$ cat src/rtl/pulse_cmd_pkg.sv
// Shared constants and types for the pulse command controller: opcodes,
// reply bytes, FSM states and timing-register index names.
package pulse_cmd_pkg;

  localparam logic [3:0] OP_WRITE = 4'd1;
  localparam logic [3:0] OP_READ  = 4'd2;
  localparam logic [3:0] OP_CTRL  = 4'd3;

  localparam logic [3:0] CTRL_STOP    = 4'd0;
  localparam logic [3:0] CTRL_RUN     = 4'd1;
  localparam logic [3:0] CTRL_COMMIT  = 4'd2;
  localparam logic [3:0] CTRL_CLR_OVR = 4'd3;

  localparam logic [7:0] BYTE_ACK = 8'h06;
  localparam logic [7:0] BYTE_NAK = 8'h15;

  typedef enum logic [1:0] {
    ST_IDLE,
    ST_PAYLOAD,
    ST_EXEC,
    ST_REPLY
  } state_e;

  localparam int REG_PERIOD   = 0;
  localparam int REG_DELAY    = 1;
  localparam int REG_WIDTH1   = 2;
  localparam int REG_WIDTH2   = 3;
  localparam int REG_PREBLK   = 4;
  localparam int REG_SYNC_DLY = 5;
  localparam int REG_SYNC_W   = 6;
  localparam int REG_SPARE    = 7;

endpackage

$ cat src/rtl/pulse_cmd_ctrl_if.sv
// UART byte stream between the UART core (master) and the command
// controller (slave): received bytes in, reply bytes out with ready/valid.
interface pulse_cmd_ctrl_if;
  logic [7:0] rx_data;
  logic       rx_valid;
  logic [7:0] tx_data;
  logic       tx_valid;
  logic       tx_ready;

  modport master (output rx_data, rx_valid, tx_ready, input tx_data, tx_valid);
  modport slave  (input rx_data, rx_valid, tx_ready, output tx_data, tx_valid);
endinterface

$ cat src/rtl/pulse_cfg_bank.sv
// Shadow/active timing register bank. Payload bytes shift in MSB first, the
// shadow copy is written on command, and the active copy loads on commit.
module pulse_cfg_bank #(
  parameter int NUM_REGS   = 8,
  parameter int DATA_BYTES = 4,
  parameter int REG_W      = 8 * DATA_BYTES,
  parameter int IW         = (NUM_REGS > 1) ? $clog2(NUM_REGS) : 1
) (
  input  logic                      clk_pll,
  input  logic                      reset_n,
  input  logic                      byte_en,
  input  logic [7:0]                byte_in,
  input  logic                      wr_en,
  input  logic [IW-1:0]             idx,
  output logic [REG_W-1:0]          rd_data,
  input  logic                      commit_req,
  input  logic                      run_en,
  input  logic                      period_end,
  output logic [NUM_REGS*REG_W-1:0] cfg_regs,
  output logic                      cfg_update
);

  logic [REG_W-1:0] shadow_q [NUM_REGS];
  logic [REG_W-1:0] shadow_d [NUM_REGS];
  logic [REG_W-1:0] active_q [NUM_REGS];
  logic [REG_W-1:0] active_d [NUM_REGS];
  logic [REG_W-1:0] shift_q, shift_d;
  logic             pending_q, pending_d;
  logic             copy;

  // While running, the copy waits for a period boundary; stopped, it is immediate.
  assign copy       = pending_q && (!run_en || period_end);
  assign cfg_update = copy;
  assign rd_data    = shadow_q[idx];

  always_comb begin
    shadow_d  = shadow_q;
    active_d  = active_q;
    shift_d   = shift_q;
    pending_d = pending_q;
    if (byte_en) shift_d = {shift_q[REG_W-9:0], byte_in};
    if (copy) active_d = shadow_q;
    if (wr_en) shadow_d[idx] = shift_q;
    if (copy) pending_d = 1'b0;
    else if (commit_req) pending_d = 1'b1;
  end

  always_ff @(posedge clk_pll or negedge reset_n) begin
    if (!reset_n) begin
      shadow_q  <= '{default: '0};
      active_q  <= '{default: '0};
      shift_q   <= '0;
      pending_q <= 1'b0;
    end else begin
      shadow_q  <= shadow_d;
      active_q  <= active_d;
      shift_q   <= shift_d;
      pending_q <= pending_d;
    end
  end

  for (genvar i = 0; i < NUM_REGS; i++) begin : g_out
    assign cfg_regs[i*REG_W +: REG_W] = active_q[i];
  end

endmodule

$ cat src/rtl/pulse_cmd_ctrl.sv
// Byte-command parser and reply serializer in front of the pulse core config bank.
// state   | meaning
// IDLE    | waiting for an opcode byte
// PAYLOAD | collecting WRITE payload bytes, gap timer running
// EXEC    | one cycle: act on the command, load the reply
// REPLY   | shifting reply bytes out over tx handshake
module pulse_cmd_ctrl
  import pulse_cmd_pkg::*;
#(
  parameter int NUM_REGS    = 8,
  parameter int DATA_BYTES  = 4,
  parameter int REG_W       = 8 * DATA_BYTES,
  parameter int TIMEOUT_CYC = 100000
) (
  input  logic                      clk_pll,
  input  logic                      reset_n,
  pulse_cmd_ctrl_if.slave           uart,
  input  logic                      period_end,
  output logic                      run_en,
  output logic [NUM_REGS*REG_W-1:0] cfg_regs,
  output logic                      cfg_update,
  output logic                      rx_overrun
);

  localparam int IW  = (NUM_REGS > 1) ? $clog2(NUM_REGS) : 1;
  localparam int BCW = $clog2(DATA_BYTES + 1);
  localparam int GCW = $clog2(TIMEOUT_CYC + 1);
  localparam logic [BCW-1:0] LAST_BYTE = BCW'(DATA_BYTES - 1);
  localparam logic [BCW-1:0] N_BYTES   = BCW'(DATA_BYTES);
  localparam logic [GCW-1:0] GAP_LOAD  = GCW'(TIMEOUT_CYC - 1);
  localparam logic [4:0]     NREG5     = 5'(NUM_REGS);

  state_e           state_q, state_d;
  logic [3:0]       op_q, op_d, addr_q, addr_d;
  logic [BCW-1:0]   byte_cnt_q, byte_cnt_d, reply_cnt_q, reply_cnt_d;
  logic [GCW-1:0]   gap_cnt_q, gap_cnt_d;
  logic             abort_q, abort_d, run_q, run_d, ovr_q, ovr_d;
  logic             tx_valid_q, tx_valid_d;
  logic [REG_W-1:0] reply_q, reply_d, rd_data;
  logic             byte_en, wr_en, commit_req, addr_ok;

  assign addr_ok       = {1'b0, addr_q} < NREG5;
  assign uart.tx_data  = reply_q[REG_W-1 -: 8];
  assign uart.tx_valid = tx_valid_q;
  assign run_en        = run_q;
  assign rx_overrun    = ovr_q;

  always_comb begin
    state_d     = state_q;
    op_d        = op_q;
    addr_d      = addr_q;
    byte_cnt_d  = byte_cnt_q;
    gap_cnt_d   = gap_cnt_q;
    abort_d     = abort_q;
    run_d       = run_q;
    ovr_d       = ovr_q;
    tx_valid_d  = tx_valid_q;
    reply_d     = reply_q;
    reply_cnt_d = reply_cnt_q;
    byte_en     = 1'b0;
    wr_en       = 1'b0;
    commit_req  = 1'b0;
    case (state_q)
      ST_IDLE: if (uart.rx_valid) begin
        op_d       = uart.rx_data[7:4];
        addr_d     = uart.rx_data[3:0];
        abort_d    = 1'b0;
        byte_cnt_d = '0;
        gap_cnt_d  = GAP_LOAD;
        state_d    = (uart.rx_data[7:4] == OP_WRITE) ? ST_PAYLOAD : ST_EXEC;
      end
      ST_PAYLOAD: begin
        if (uart.rx_valid) begin
          byte_en   = 1'b1;
          gap_cnt_d = GAP_LOAD;
          if (byte_cnt_q == LAST_BYTE) state_d = ST_EXEC;
          else byte_cnt_d = byte_cnt_q + BCW'(1);
        end else if (gap_cnt_q == '0) begin
          abort_d = 1'b1;
          state_d = ST_EXEC;
        end else begin
          gap_cnt_d = gap_cnt_q - GCW'(1);
        end
      end
      ST_EXEC: begin
        reply_d     = {BYTE_NAK, {(REG_W-8){1'b0}}};
        reply_cnt_d = BCW'(1);
        if (!abort_q) begin
          case (op_q)
            OP_WRITE: if (addr_ok) begin
              wr_en   = 1'b1;
              reply_d = {BYTE_ACK, {(REG_W-8){1'b0}}};
            end
            OP_READ: if (addr_ok) begin
              reply_d     = rd_data;
              reply_cnt_d = N_BYTES;
            end
            OP_CTRL: begin
              reply_d = {BYTE_ACK, {(REG_W-8){1'b0}}};
              case (addr_q)
                CTRL_STOP:    run_d = 1'b0;
                CTRL_RUN:     run_d = 1'b1;
                CTRL_COMMIT:  commit_req = 1'b1;
                CTRL_CLR_OVR: ovr_d = 1'b0;
                default:      reply_d = {BYTE_NAK, {(REG_W-8){1'b0}}};
              endcase
            end
            default: ;
          endcase
        end
        tx_valid_d = 1'b1;
        state_d    = ST_REPLY;
      end
      ST_REPLY: if (uart.tx_ready) begin
        if (reply_cnt_q == BCW'(1)) begin
          tx_valid_d = 1'b0;
          state_d    = ST_IDLE;
        end else begin
          reply_d     = {reply_q[REG_W-9:0], 8'h00};
          reply_cnt_d = reply_cnt_q - BCW'(1);
        end
      end
      default: state_d = ST_IDLE;
    endcase
    // A byte arriving while busy is dropped; the flag wins over a same-cycle clear.
    if (uart.rx_valid && (state_q == ST_EXEC || state_q == ST_REPLY)) ovr_d = 1'b1;
  end

  always_ff @(posedge clk_pll or negedge reset_n) begin
    if (!reset_n) begin
      state_q     <= ST_IDLE;
      op_q        <= '0;
      addr_q      <= '0;
      byte_cnt_q  <= '0;
      gap_cnt_q   <= '0;
      abort_q     <= 1'b0;
      run_q       <= 1'b0;
      ovr_q       <= 1'b0;
      tx_valid_q  <= 1'b0;
      reply_q     <= '0;
      reply_cnt_q <= '0;
    end else begin
      state_q     <= state_d;
      op_q        <= op_d;
      addr_q      <= addr_d;
      byte_cnt_q  <= byte_cnt_d;
      gap_cnt_q   <= gap_cnt_d;
      abort_q     <= abort_d;
      run_q       <= run_d;
      ovr_q       <= ovr_d;
      tx_valid_q  <= tx_valid_d;
      reply_q     <= reply_d;
      reply_cnt_q <= reply_cnt_d;
    end
  end

  pulse_cfg_bank #(
    .NUM_REGS  (NUM_REGS),
    .DATA_BYTES(DATA_BYTES),
    .REG_W     (REG_W),
    .IW        (IW)
  ) u_bank (
    .clk_pll   (clk_pll),
    .reset_n   (reset_n),
    .byte_en   (byte_en),
    .byte_in   (uart.rx_data),
    .wr_en     (wr_en),
    .idx       (addr_q[IW-1:0]),
    .rd_data   (rd_data),
    .commit_req(commit_req),
    .run_en    (run_q),
    .period_end(period_end),
    .cfg_regs  (cfg_regs),
    .cfg_update(cfg_update)
  );

endmodule

$ cat src/flat_wrapper.sv
// flat-port wrapper written by rule: the top's interface ports become plain ports
module pulse_cmd_ctrl_flat import pulse_cmd_pkg::*;
#(
  parameter int NUM_REGS    = 8,
  parameter int DATA_BYTES  = 4,
  parameter int REG_W       = 8 * DATA_BYTES,
  parameter int TIMEOUT_CYC = 100000
)
  (clk_pll, reset_n, period_end, run_en, cfg_regs, cfg_update, rx_overrun, uart_rx_data, uart_rx_valid, uart_tx_ready, uart_tx_data, uart_tx_valid);
  pulse_cmd_ctrl_if uart_i ();
  input  logic clk_pll;
  input  logic reset_n;
  input  logic period_end;
  output logic run_en;
  output logic [NUM_REGS*REG_W-1:0] cfg_regs;
  output logic cfg_update;
  output logic rx_overrun;
  input wire logic [$bits(uart_i.rx_data)-1:0] uart_rx_data;
  input wire logic [$bits(uart_i.rx_valid)-1:0] uart_rx_valid;
  input wire logic [$bits(uart_i.tx_ready)-1:0] uart_tx_ready;
  output wire logic [$bits(uart_i.tx_data)-1:0] uart_tx_data;
  output wire logic [$bits(uart_i.tx_valid)-1:0] uart_tx_valid;
  assign uart_i.rx_data = uart_rx_data;
  assign uart_i.rx_valid = uart_rx_valid;
  assign uart_i.tx_ready = uart_tx_ready;
  assign uart_tx_data = uart_i.tx_data;
  assign uart_tx_valid = uart_i.tx_valid;
  pulse_cmd_ctrl #(.NUM_REGS(NUM_REGS), .DATA_BYTES(DATA_BYTES), .REG_W(REG_W), .TIMEOUT_CYC(TIMEOUT_CYC)) u_core (.clk_pll(clk_pll), .reset_n(reset_n), .uart(uart_i), .period_end(period_end), .run_en(run_en), .cfg_regs(cfg_regs), .cfg_update(cfg_update), .rx_overrun(rx_overrun));
endmodule
$ cat config.mk
export PLATFORM = sky130hd
export DESIGN_NAME = pulse_cmd_ctrl_flat
export DESIGN_NICKNAME = d
export VERILOG_FILES = /design/src/rtl/pulse_cmd_pkg.sv /design/src/rtl/pulse_cmd_ctrl_if.sv /design/src/rtl/pulse_cfg_bank.sv /design/src/rtl/pulse_cmd_ctrl.sv /design/src/flat_wrapper.sv
export SDC_FILE = /design/constraint.sdc
export NUM_CORES = 1
export LEC_CHECK = 0
export CAP_MARGIN = 40
export CORE_ASPECT_RATIO = 0.8
export CORE_UTILIZATION = 40
export CTS_CLUSTER_DIAMETER = 200
export CTS_CLUSTER_SIZE = 28
export DETAILED_ROUTE_END_ITERATION = 7
export GPL_ROUTABILITY_DRIVEN = 0
export PLACE_DENSITY = 0.69
export SYNTH_ARGS = -nofsm -noshare
export SYNTH_HDL_FRONTEND = slang
export SYNTH_SLANG_ARGS = --single-unit
export TNS_END_PERCENT = 50
$ cat constraint.sdc
create_clock -name clk_pll -period 3 [get_ports clk_pll]
set_clock_uncertainty 0.2 [all_clocks]
set_input_delay 0.6 -clock clk_pll [delete_from_list [all_inputs] [get_ports clk_pll]]
set_output_delay 0.6 -clock clk_pll [all_outputs]
set_load 0.01 [all_outputs]
## Yosys cells after proc, flatten, opt, wreduce, memory -nomap -nowiden

Index checks and enable logic that the tools add are counted.

| cells by class | value |
|---|---|
| bitwise logic cells | 2 |
| reductions and logical operators | 26 |
| $lt $le $gt $ge | 3 |
| $add $sub $neg | 3 |
| equality and inequality tests | 24 |
| mux-type cells | 61 |

Operators by type and width:

| cell | count |
|---|---|
| 256-bit bitwise mux | 1 |
| 32-bit 2-to-1 mux | 7 |
| 32-bit binary-select mux with 3-bit select | 1 |
| 32-bit demux with 3-bit select | 1 |
| 32-bit case mux with 3 select lines | 1 |
| 32-bit case mux with 2 select lines | 1 |
| 29-bit 2-to-1 mux | 2 |
| 17-bit 2-to-1 mux | 3 |
| 17-bit case mux with 2 select lines | 1 |
| 3-bit 2-to-1 mux | 8 |
| 1-bit 2-to-1 mux | 22 |
| 17-bit logical NOT | 1 |
| 17-bit by 1-bit subtractor with 17-bit output, second input constant | 1 |
| 4-bit by 2-bit equality test with 1-bit output, second input constant | 4 |
| 4-bit AND reduction | 4 |
| 2-bit 2-to-1 mux | 7 |
| 2-bit inequality test, second input constant | 7 |
| 2-bit nonzero test | 7 |
| 4-bit by 1-bit equality test with 1-bit output, second input constant | 3 |
| 3-bit case mux with 2 select lines | 2 |
| 3-bit AND reduction | 3 |
| 2-bit case mux with 4 select lines | 1 |
| 3-bit by 2-bit inequality test with 1-bit output, second input constant | 2 |
| 1-bit case mux with 2 select lines | 3 |
| 21 further kinds | 26 |

| storage, ports and cells | value |
|---|---|
| output and inout port bits | 268 |
| bits of input ports | 13 |
| logic and storage cells | 148 |
| bits in registers | 614 |

## Logic depth before layout (Yosys ltp)

| logic depth | value |
|---|---|
| depth in word-level cells | 8 |
| depth in mapped cells | 8 |

## Modules after synthesis

Synthesis repeated with hierarchy kept, for this count alone.

| unflattened totals | value |
|---|---|
| cell total of the unflattened synthesis | 1820 |
| area, all modules | 25959.9 µm² |

Modules (own cells, without submodules):

| module | cells each | times used | seq. area each (µm²) | area each (µm²) |
|---|---|---|---|---|
| pulse_cfg_bank | 1449 | 1 | 13638.1 | 22343.9 |
| pulse_cmd_ctrl | 371 | 1 | 1726.7 | 3616.0 |

## Worst setup path after synthesis

OpenSTA, ideal clock, no wires.

| timing | value |
|---|---|
| kind | reg2reg |
| start point | register u_core.state_q[0] |
| end point | register u_core.u_bank.shadow_q[6] (netlist bit) |
| period minus slack after synthesis | 2.270 ns |
| cell stages (with the launch flop) | 8 |
| setup slack | 0.730 ns |
| setup time | 0.128 ns |
| buffers on the path | 1 |
| arrival | 1.943 ns |
| cell sequence | dfrtp_1 inv_1 ha_1 nand4bb_1 nor4b_4 nand3_1 buf_2 mux2_1 |

| between the ends | value |
|---|---|
| word-level cells in the longest chain between the ends | 2 |

RTL lines:

| item | RTL line | RTL |
|---|---|---|
| from (decl) | pulse_cmd_ctrl.sv:33 | `state_e state_q, state_d;` |
| from (signal assigned) | pulse_cmd_ctrl.sv:143 | `state_q <= state_d;` |
| 2-bit equality test | pulse_cmd_ctrl.sv:63 | `case (state_q)` |
| 1-bit 2-to-1 mux | pulse_cmd_ctrl.sv:63 |  |
| to (signal assigned) | pulse_cfg_bank.sv:55 | `shadow_q <= shadow_d;` |
| to (decl) | pulse_cfg_bank.sv:23 | `logic [REG_W-1:0] shadow_q [NUM_REGS];` |

Every way passes these cells.
A chain may end at the register's enable or synchronous reset.

## Final worst setup path

| timing | value |
|---|---|
| start point | register u_core.run_q, in the netlist u_core.run_en |
| end point | output cfg_update |

| between the ends | value |
|---|---|
| word-level cells in the longest chain between the ends | 3 |

RTL lines:

| item | RTL line | RTL |
|---|---|---|
| from (decl) | pulse_cmd_ctrl.sv:37 | `logic abort_q, abort_d, run_q, run_d, ovr_q, ovr_d;` |
| from (signal assigned) | pulse_cmd_ctrl.sv:149 | `run_q <= run_d;` |
| 1-bit logical NOT | pulse_cfg_bank.sv:32 | `assign copy = pending_q && (!run_en \|\| period_end);` |
| 1-bit logical OR | pulse_cfg_bank.sv:32 |  |
| 1-bit logical AND | pulse_cfg_bank.sv:32 |  |
| to (decl) | flat_wrapper.sv:16 | `output logic cfg_update;` |

Every way passes these cells.

==> flow_metrics.py <==
metrics = {
    "clock_tree": {
        "path_clk_slew_ps": 110,
        "root_buffer": "clkbuf_16",
        "cts_hold_buf": 1,
        "h-tree-depth": 1,
        "cts_buffers": 25,
        "clkLatencyLatePin_ps": 630,
        "cts.repair.resized": 0,
        "clock_path_buffers": 3,
        "post_cts_buffers": 0,
        "cts.sinks": 614,
        "cts_tree": "done",
    },
    "layout": {
        "diodes": 0,
        "fin_nets": 2435,
        "layout_commonest_cell": "nand2_1",
        "syn_to_final_growth_pct": 17.7,
        "drive_above_1_share": 0.193,
        "layout_common_cells": "nand2_1 (791), dfrtp_1 (611), mux2_2 (299), clkdlybuf4s50_1 (279), mux4_2 (63)",
    },
    "setup_path": {
        "cp_top_family": "buffers and inverters",
        "slowest_stage": "clkdlybuf4s50_1",
        "crit_chain": "inv_1 -> o21ai_4 -> inv_8 -> clkdlybuf4s50_1",
        "crit_buf_inv": 3,
        "cp.arrival_ps": 2000,
        "crit_type": "flop to primary output",
        "crit_fanout": 4,
        "cp-start-kind": "flop",
        "cp.required_ps": 2200,
        "cpPeakStageDelay_ps": 480,
        "rrSetupSlack_ps": 300,
        "end_kind": "primary output",
    },
    "timing": {
        "max_freq_ghz": 0.357,
        "rsz0062_at_grt": "no",
        "tns_ps": 0,
        "holdWs_ps": 286,
        "setup_slack_ps": 201,
        "setup_viol": 0,
        "period_share": 0.933,
        "hold_viol": 0,
        "worst_pin_slew_ps": 789,
        "slew_headroom": 0.468,
        "period_minus_slack_ps": 2800,
        "maxSlewViolCount": 0,
    },
    "yosys": {
        "yosys-top-cells-area": "dfrtp_1 (60%), mux2_2 (13%), nand2_1 (12%), mux4_2 (5.5%), mux2i_1 (1.4%)",
        "yosys.area.top_type_share": 0.598,
        "async_reset_ff_frac": 1.00,
        "synth.distinct_cells": 58,
        "synth-seq-cells": 614,
        "synthFlopType": "dfrtp_1",
        "netlist_area_sq_mm": 0.0257,
        "synth_cells": 2200,
        "yosysTopAreaCell": "dfrtp_1",
        "yosysSeqAreaShare": 0.598,
        "yosysWarnings": 0,
        "syn_area_per_cell_sq_um": 11.7,
        "synth.net_count": 2222,
        "synth_edf_count": 0,
    },
    "worst_hold_path": {
        "hp-class": "flop to flop",
    },
    "routing": {
        "drc": 0,
        "via_count": 17400,
        "drt_first_pass_iters": 6,
        "postRouteAntennaNets": 0,
        "routed_via_density": 5.36,
        "drt_wl_total_um": 69700,
        "wire_per_inst_um": 21.4,
        "drt_iter0_markers": 1601,
    },
    "grt": {
        "grt_pass1_wl_um": 109000,
        "grt_max_degree": 151,
        "antenna_found_initial": 0,
        "grt_pass1_vias": 17900,
        "grt_usage": 0.213,
        "grt.overflow.total": 0,
    },
    "floorplan": {
        "initial_core_util": 0.408,
        "boundaryPins": 281,
        "die_x_um": 285,
        "core_sq_mm": 0.0631,
        "rows": 82,
        "dieArea_sq_mm": 0.0653,
        "dieHeight_um": 229,
    },
    "power_and_ir_drop": {
        "power.total_mw": 19.0,
        "peakVddDrop_mv": 0.451,
        "p_per_area_mw_per_mm2": 627,
        "p_leak_nw": 15.0,
    },
    "placed_design": {
        "dpl.hpwl_um": 46900,
        "io_buffers": 280,
        "pre_cts_ws_ps": 313,
    },
    "flow_run": {
        "maxCapViolCount": 0,
    },
    "status": {
        "outcome": "finished, final reports clean",
    },
}
worst reg2reg max path, delay by kind of cell (launching register included):
kind	cells	cell delay [ps]
compound gates	1	550
fa+ha+maj	1	510
buf+inv	1	120
flops	1	440
mux	2	560
simple gates	1	240
layer usage:
layer	GRT usage	share of wire
met1	0.325	0.47
met3	0.0216	0.050
met4	0.0264	0.012
met5	0	0
met2	0.339	0.47
cell type report:
class / count / area [sq um]
Inverter: 16 / 67.6
Clock buffer: 27 / 643
Timing Repair Buffer: 337 / 3440
Sequential cell: 614 / 15400
Tap cell: 840 / 1050
Clock inverter: 1 / 20.0
Multi-Input combinational cell: 1419 / 9680
Fill cell: 5608 / 32800
state kept, by name, indices dropped and copies added, names as in the netlist, 2 cells and up:
| name | flops |
|---|---|
| u_core.u_bank.shift_q | 32 |
| u_core.state_q | 2 |
| u_core.reply_q | 32 |
| u_core.op_q | 4 |
| u_core.u_bank.cfg_regs | 256 |
| u_core.u_bank.shadow_q | 256 |
| u_core.addr_q | 4 |
| u_core.reply_cnt_q | 3 |
| u_core.byte_cnt_q | 3 |
| u_core.gap_cnt_q | 17 |
metrics by stage:
| step | cells | instance area (sq um) | utilization |
|---|---|---|---|
| floorplan | 2200 | 25700 | - |
| global placement | 3224 | 29600 | 0.469 |
| detailed placement | 3224 | 29600 | 0.469 |
| CTS | 3253 | 30300 | 0.480 |
| global route | 3254 | 30300 | 0.480 |
| finish | 3254 | 30300 | 0.480 |
kinds of logic (layout without fill, tap and decap cells):
| kind of cell | after synthesis | after routing | share of synthesized area |
|---|---|---|---|
| buffers and inverters | 167 | 381 | 0.0274 |
| muxes | 400 | 400 | 0.201 |
| DFF | 614 | 614 | 0.598 |
| AOI/OAI and AO/OA | 113 | 113 | 0.0282 |
| and+or+nand+nor | 897 | 897 | 0.142 |
| adders and majority gates | 9 | 9 | 0.00438 |
cell usage after synthesis, types with 2 or more instances:
| cell type | n |
|---|---|
| nand2_1 | 798 |
| dfrtp_1 | 614 |
| mux2_2 | 299 |
| clkbuf_1 | 68 |
| mux4_2 | 63 |
| o21ai_0 | 42 |
| buf_1 | 39 |
| mux2i_1 | 37 |
| buf_2 | 35 |
| nor2_1 | 26 |
| a22oi_1 | 17 |
| inv_1 | 15 |
| a21oi_1 | 13 |
| buf_4 | 9 |
| ha_1 | 9 |
| nand2b_1 | 9 |
| nand3_1 | 7 |
| nor2b_1 | 7 |
| and2_1 | 6 |
| o31ai_1 | 6 |
| nand3b_1 | 5 |
| or4_1 | 5 |
| a211oi_1 | 4 |
| a31oi_1 | 4 |
| nand4_1 | 4 |
| nor3_1 | 4 |
| nor4b_1 | 4 |
| a21o_1 | 3 |
| a22o_1 | 3 |
| and4_1 | 3 |
| nand4bb_1 | 3 |
| nor4_1 | 3 |
| o22ai_1 | 3 |
| or3_1 | 3 |
| a32o_1 | 2 |
| and3_1 | 2 |
| nor4_4 | 2 |
| o21ai_1 | 2 |
| o22a_1 | 2 |
| or2_2 | 2 |
final timing paths:
path / from / end / depth (start not counted)
worst min register to register: u_core.u_bank.cfg_regs[80] / u_core.u_bank.cfg_regs[80] / 2
worst min-delay path: u_core.u_bank.cfg_regs[80] / u_core.u_bank.cfg_regs[80] / 2
worst max-delay path: u_core.run_en / cfg_update / 4
worst max register to register: u_core.state_q[1] / u_core.gap_cnt_q[11] / 6
max in group asynchronous: reset_n / u_core.u_bank.shadow_q[126] / 3
min in group asynchronous: reset_n / u_core.state_q[0] / 2
power by group:
part | internal [mW] | switching, mW | leakage, nW
clock | 1.55 | 2.58 | 0.326
sequential | 9.07 | 1.33 | 8.42
combinational | 1.95 | 2.50 | 6.25
total | 12.6 | 6.40 | 15.0
Power figures use the tool's default switching activity.
